**src/rtl/shift_mult_ctrl.sv**
```systemverilog
// shift_mult_ctrl: sequential shift-and-add unsigned multiplier with a
// valid/ready operand port, valid/ready result port, abort and an overflow
// flag for products that do not fit in WIDTH bits.
module shift_mult_ctrl #(
   parameter int WIDTH = 32
) (
   input  logic             clk,
   input  logic             rst_n,
   input  logic             in_valid,
   output logic             in_ready,
   input  logic [WIDTH-1:0] A,
   input  logic [WIDTH-1:0] B,
   input  logic             abort,
   output logic             out_valid,
   input  logic             out_ready,
   output logic [WIDTH-1:0] P,
   output logic             ovf
);

   typedef enum logic [1:0] {
      IDLE = 2'd0,
      RUN  = 2'd1,
      DONE = 2'd2
   } state_t;

   state_t           state;
   logic [WIDTH-1:0] acc;
   logic [WIDTH-1:0] m;
   logic [WIDTH-1:0] q;
   logic             ovf_r;

   // Step datapath: the add keeps its carry so a lost product bit can be flagged.
   logic [WIDTH:0]   sum_w;
   logic [WIDTH-1:0] m_shift;
   logic [WIDTH-1:0] q_shift;
   logic             step_ovf;

   // One multiply step computed from the current registers.
   always_comb begin
      sum_w    = {1'b0, acc} + {1'b0, m};
      m_shift  = {m[WIDTH-2:0], 1'b0};
      q_shift  = {1'b0, q[WIDTH-1:1]};
      // A set multiplicand MSB about to be shifted out matters only if more
      // multiplier bits remain to be added.
      step_ovf = (q[0] & sum_w[WIDTH]) | (m[WIDTH-1] & (q_shift != '0));
   end

   // Handshake outputs decode straight from the state register.
   assign in_ready  = (state == IDLE);
   assign out_valid = (state == DONE);
   assign P         = acc;
   assign ovf       = ovf_r;

   // Control FSM and datapath registers.
   always_ff @(posedge clk or negedge rst_n) begin
      if (!rst_n) begin
         state <= IDLE;
         acc   <= '0;
         m     <= '0;
         q     <= '0;
         ovf_r <= 1'b0;
      end else begin
         // NOTE: non-blocking assignments so every register samples the
         // pre-edge values; step_ovf and sum_w rely on the old m/q/acc.
         case (state)
            IDLE: begin
               // abort is deliberately ignored here.
               if (in_valid) begin
                  m     <= A;
                  q     <= B;
                  acc   <= '0;
                  ovf_r <= 1'b0;
                  state <= (B == '0) ? DONE : RUN;
               end
            end
            RUN: begin
               if (abort) begin
                  state <= IDLE;
               end else begin
                  if (q[0]) acc <= sum_w[WIDTH-1:0];
                  m <= m_shift;
                  q <= q_shift;
                  if (step_ovf) ovf_r <= 1'b1;
                  if (q_shift == '0) state <= DONE;
               end
            end
            DONE: begin
               if (abort || out_ready) state <= IDLE;
            end
            default: state <= IDLE;
         endcase
      end
   end

endmodule
```
**config.mk**
```make
export PLATFORM = sky130hd
export DESIGN_NAME = shift_mult_ctrl
export DESIGN_NICKNAME = d
export VERILOG_FILES = /design/src/rtl/shift_mult_ctrl.sv
export SDC_FILE = /design/constraint.sdc
export NUM_CORES = 1
export LEC_CHECK = 0
export ABC_AREA = 1
export CAP_MARGIN = 20
export CORE_MARGIN = 4
export CORE_UTILIZATION = 33
export CTS_CLUSTER_SIZE = 12
export DETAILED_ROUTE_END_ITERATION = 7
export PLACE_DENSITY_LB_ADDON = 0.25
export SYNTH_ARGS = -nofsm -noshare
export SYNTH_HDL_FRONTEND = slang
export SYNTH_SLANG_ARGS = --single-unit
export TNS_END_PERCENT = 50
```
**constraint.sdc**
```tcl
create_clock -name clk -period 2.12 [get_ports clk]
set_input_delay 0.212 -clock clk [delete_from_list [all_inputs] [get_ports clk]]
set_output_delay 0.212 -clock clk [all_outputs]
set_load 0.1 [all_outputs]
```
==> impl_metrics.env <==
export IMPL_ys_seq_area_frac=0.3716
export IMPL_fin_skew_ns=0.007313
export IMPL_yosysUniqueCellTypes=35
export IMPL_drv_slew=0
export IMPL_syn_inst=938
export IMPL_rsz0062_at_grt="yes"
export IMPL_setup_viol=0
export IMPL_maxCapViolations=0
export IMPL_power_total_w=0.01297
export IMPL_cts_max_level=3
export IMPL_cp_arrival_ns=2.28
export IMPL_vias=6455
export IMPL_ff2ff_path_depth=15
export IMPL_start_kind="register"
export IMPL_hpwlAfterDp_mm=14.69
export IMPL_crit_top_cell="nand2_1"
export IMPL_diodes=0
export IMPL_clockBufferDepth=2
export IMPL_finalNonFillerCells=1307
export IMPL_clock_root_buffer="clkbuf_16"
export IMPL_nFillCells=2138
export IMPL_post_route_period_util=0.9650
export IMPL_grt_pass1_vias=6318
export IMPL_critPathMaxFanout=4
export IMPL_powerDensity_nw_per_um2=1546
export IMPL_io_pin_count=104
export IMPL_firstDrtPassIters=5
export IMPL_finalHoldViolCount=0
export IMPL_grt_total_usage=0.1724
export IMPL_synth_ff_latch_count=99
export IMPL_final_nets=1139
export IMPL_final_common_cell="nand2_1"
export IMPL_critPathMaxStageDelay_ns=0.43
export IMPL_hold_ws_ns=0.3148
export IMPL_p_leak_nw=4.023
export IMPL_grt_max_degree=128
export IMPL_wire_per_inst_um=14.55
export IMPL_status="completed"
export IMPL_min_path_type="input pin to asynchronous set/reset pin"
export IMPL_syn_to_final_growth_pct=25.90
export IMPL_cts_buffers=9
export IMPL_required_ns=2.35
export IMPL_crit_buf_inv=2
export IMPL_die_h_um=150.1
export IMPL_worst_pin_slew_ns=0.5845
export IMPL_grt_pass1_wl_mm=31.28
export IMPL_ir_drop_mv=0.8697
export IMPL_fp_row_count=51
export IMPL_antenna_found_initial=1
export IMPL_clock_fmax_ghz=0.4888
export IMPL_worst_path_stages=15
export IMPL_postRouteAntennaNets=0
export IMPL_critPathTopFamily="simple AND/OR/NAND/NOR gates"
export IMPL_path_class="register to register"
export IMPL_clock_sinks=99
export IMPL_tns_ns=0
export IMPL_viasPerCell=4.939
export IMPL_min_period_ns=2.046
export IMPL_critPathSlowestCell="dfrtp_4"
export IMPL_max_slew_margin=0.6104
export IMPL_cp_cell_sequence="ha_4 > inv_1 > fa_2 > inv_2 > nand2_2 > nand2_1 > nand3_1 > nand2_2 > nand2_1 > nand2_2 > nand2_1 > nand3_1 > nand2_1 > nand3_1 > nand2_1"
export IMPL_mostFrequentLayoutCells="272 x nand2_1, 133 x inv_1, 76 x o21ai_0, 69 x dfrtp_1, 67 x clkdlybuf4s50_1"
export IMPL_die_w_um=150.1
export IMPL_path_clk_slew_ns=0.07
export IMPL_core_area_um2=19650
export IMPL_routed_wl_mm=19.02
export IMPL_layout_drive_gt1_share=0.1449
export IMPL_gp_congestion=0.8774
export IMPL_io_buffers=103
export IMPL_cts_tree="built"
export IMPL_netlist_area_um2=6666
export IMPL_synth_warnings=0
export IMPL_overflow=0
export IMPL_avgSynthCellArea_um2=7.107
export IMPL_dpl_cell_count=1286
export IMPL_syn_num_nets=1040
export IMPL_fp_dieArea_um2=22540
export IMPL_drc=0
export IMPL_worstSetupEndpointType="register"
export IMPL_drt_iter0_drc=336
export IMPL_clock_latency_ns=0.35
export IMPL_start_util=0.3392
## cell families (layout without fill, tap and decap cells)
| kind of cell | after synthesis | in the layout | share of synthesized area |
|---|---|---|---|
| compound gates | 213 | 213 | 0.1995 |
| fa+ha+maj | 33 | 33 | 0.06306 |
| buf+inv | 171 | 275 | 0.1044 |
| xor+xnor | 3 | 3 | 0.003942 |
| flops | 99 | 99 | 0.3716 |
| simple gates | 419 | 419 | 0.2575 |
## routing by layer
metal | track usage | vias to the layer above | routed length, um | share of wire
met5 | 0 | - | 8 | 0.00042
met4 | 0.03705 | 2 | 166 | 0.0087
met3 | 0.03221 | 14 | 966 | 0.051
met2 | 0.2805 | 133 | 8793 | 0.46
met1 | 0.2400 | 3024 | 9083 | 0.48
li1 | - | 3282 | - | -
## worst reg2reg max path, stage by stage, from the launching register on
cell     delay (ns)
dfrtp_4        0.43
ha_4           0.13
inv_1          0.04
fa_2           0.33
inv_2          0.07
nand2_2        0.06
nand2_1        0.08
nand3_1        0.08
nand2_2        0.08
nand2_1        0.06
nand2_2        0.12
nand2_1        0.09
nand3_1        0.10
nand2_1        0.06
nand3_1        0.14
nand2_1        0.07
## area by class of cell
cell class                 count  area, um^2  share of cell area
multi-input combinational    668        3631              0.4326
sequential                    99        2520              0.3002
timing repair buffer         121        1129              0.1345
inverter                     138       518.0             0.06172
tap                          265       331.6             0.03951
clock buffer                  12       236.5             0.02818
clock inverter                 4       27.53            0.003280
## cell usage after synthesis
cell        n  area (um^2)
nor2_1     65        244.0
nand3_1    32        160.2
buf_4       1        7.510
and2_1      1        6.260
o21ai_1     7        35.03
a21oi_1    48        240.2
xnor2_1     3        26.28
nor4_1      8        50.05
fa_1        1        20.02
buf_6       4        45.04
and3_1      2        12.51
ha_1       32        400.4
inv_2       4        15.01
o211ai_2   10        125.1
clkbuf_2    1        5.000
o21ai_2    10        87.58
nand2_1   283         1062
nor3_1      8        40.04
buf_2      15        75.07
o211ai_1   51        382.9
dfrtp_1    99         2477
clkbuf_1   10        37.54
buf_1       2        7.510
o21ai_0    77        385.4
o21bai_1    4        30.03
nand4_1    11        68.82
nor2_2      1        6.260
a21o_1      2        15.01
nand2_2     1        6.260
nor2_4      2        22.52
inv_1     134        503.0
o31ai_1     3        22.52
nand3b_1    4        30.03
o22ai_1     1        6.260
nor3b_1     1        7.510
## state kept, by name (all words and copies together), names as in the netlist
name,cells
P,32
state,2
q,32
m,32
ovf,1
## power by group
group | internal (W) | switching [W]
logic | 0.00251 | 0.00560
registers | 0.00276 | 0.000547
clock network | 0.000802 | 0.000752
## worst paths after layout
kind	startpoint	end	slack [ns]
max in group asynchronous	rst_n	P[0]	1.18
min in group clk	A[0]	m[0]	0.46
setup reg to reg	P[0]	P[20]	0.07
hold reg to reg	P[12]	P[12]	0.51
hold / removal	rst_n	m[10]	0.31
setup / recovery	P[0]	P[20]	0.07
## what timing repair did
action / 4_1_cts / 5_1_grt
hold endpoints to repair: 22 / 0
endpoints found under the setup margin: 1 / 16
buffers inserted: 0 / 4
hold buffers: 1 / 0
pin swaps: 0 / 2
gates resized for setup: 1 / 23
## stage by stage
| stage | instance area (um^2) | utilization | worst slack (ns) |
|---|---|---|---|
| 4_1_cts | 8263 | 0.4204 | 0.03661 |
| 3_5_place_dp | 7986 | 0.4064 | 0.0003866 |
| 3_3_place_gp | 7986 | 0.4064 | 0.05864 |
| 5_1_grt | 8393 | 0.4270 | -0.02444 |
| 6_report | 8393 | 0.4270 | 0.07421 |
| 2_1_floorplan | 6734 | - | -0.02379 |
No activity file was read; power rests on OpenSTA's default activity.
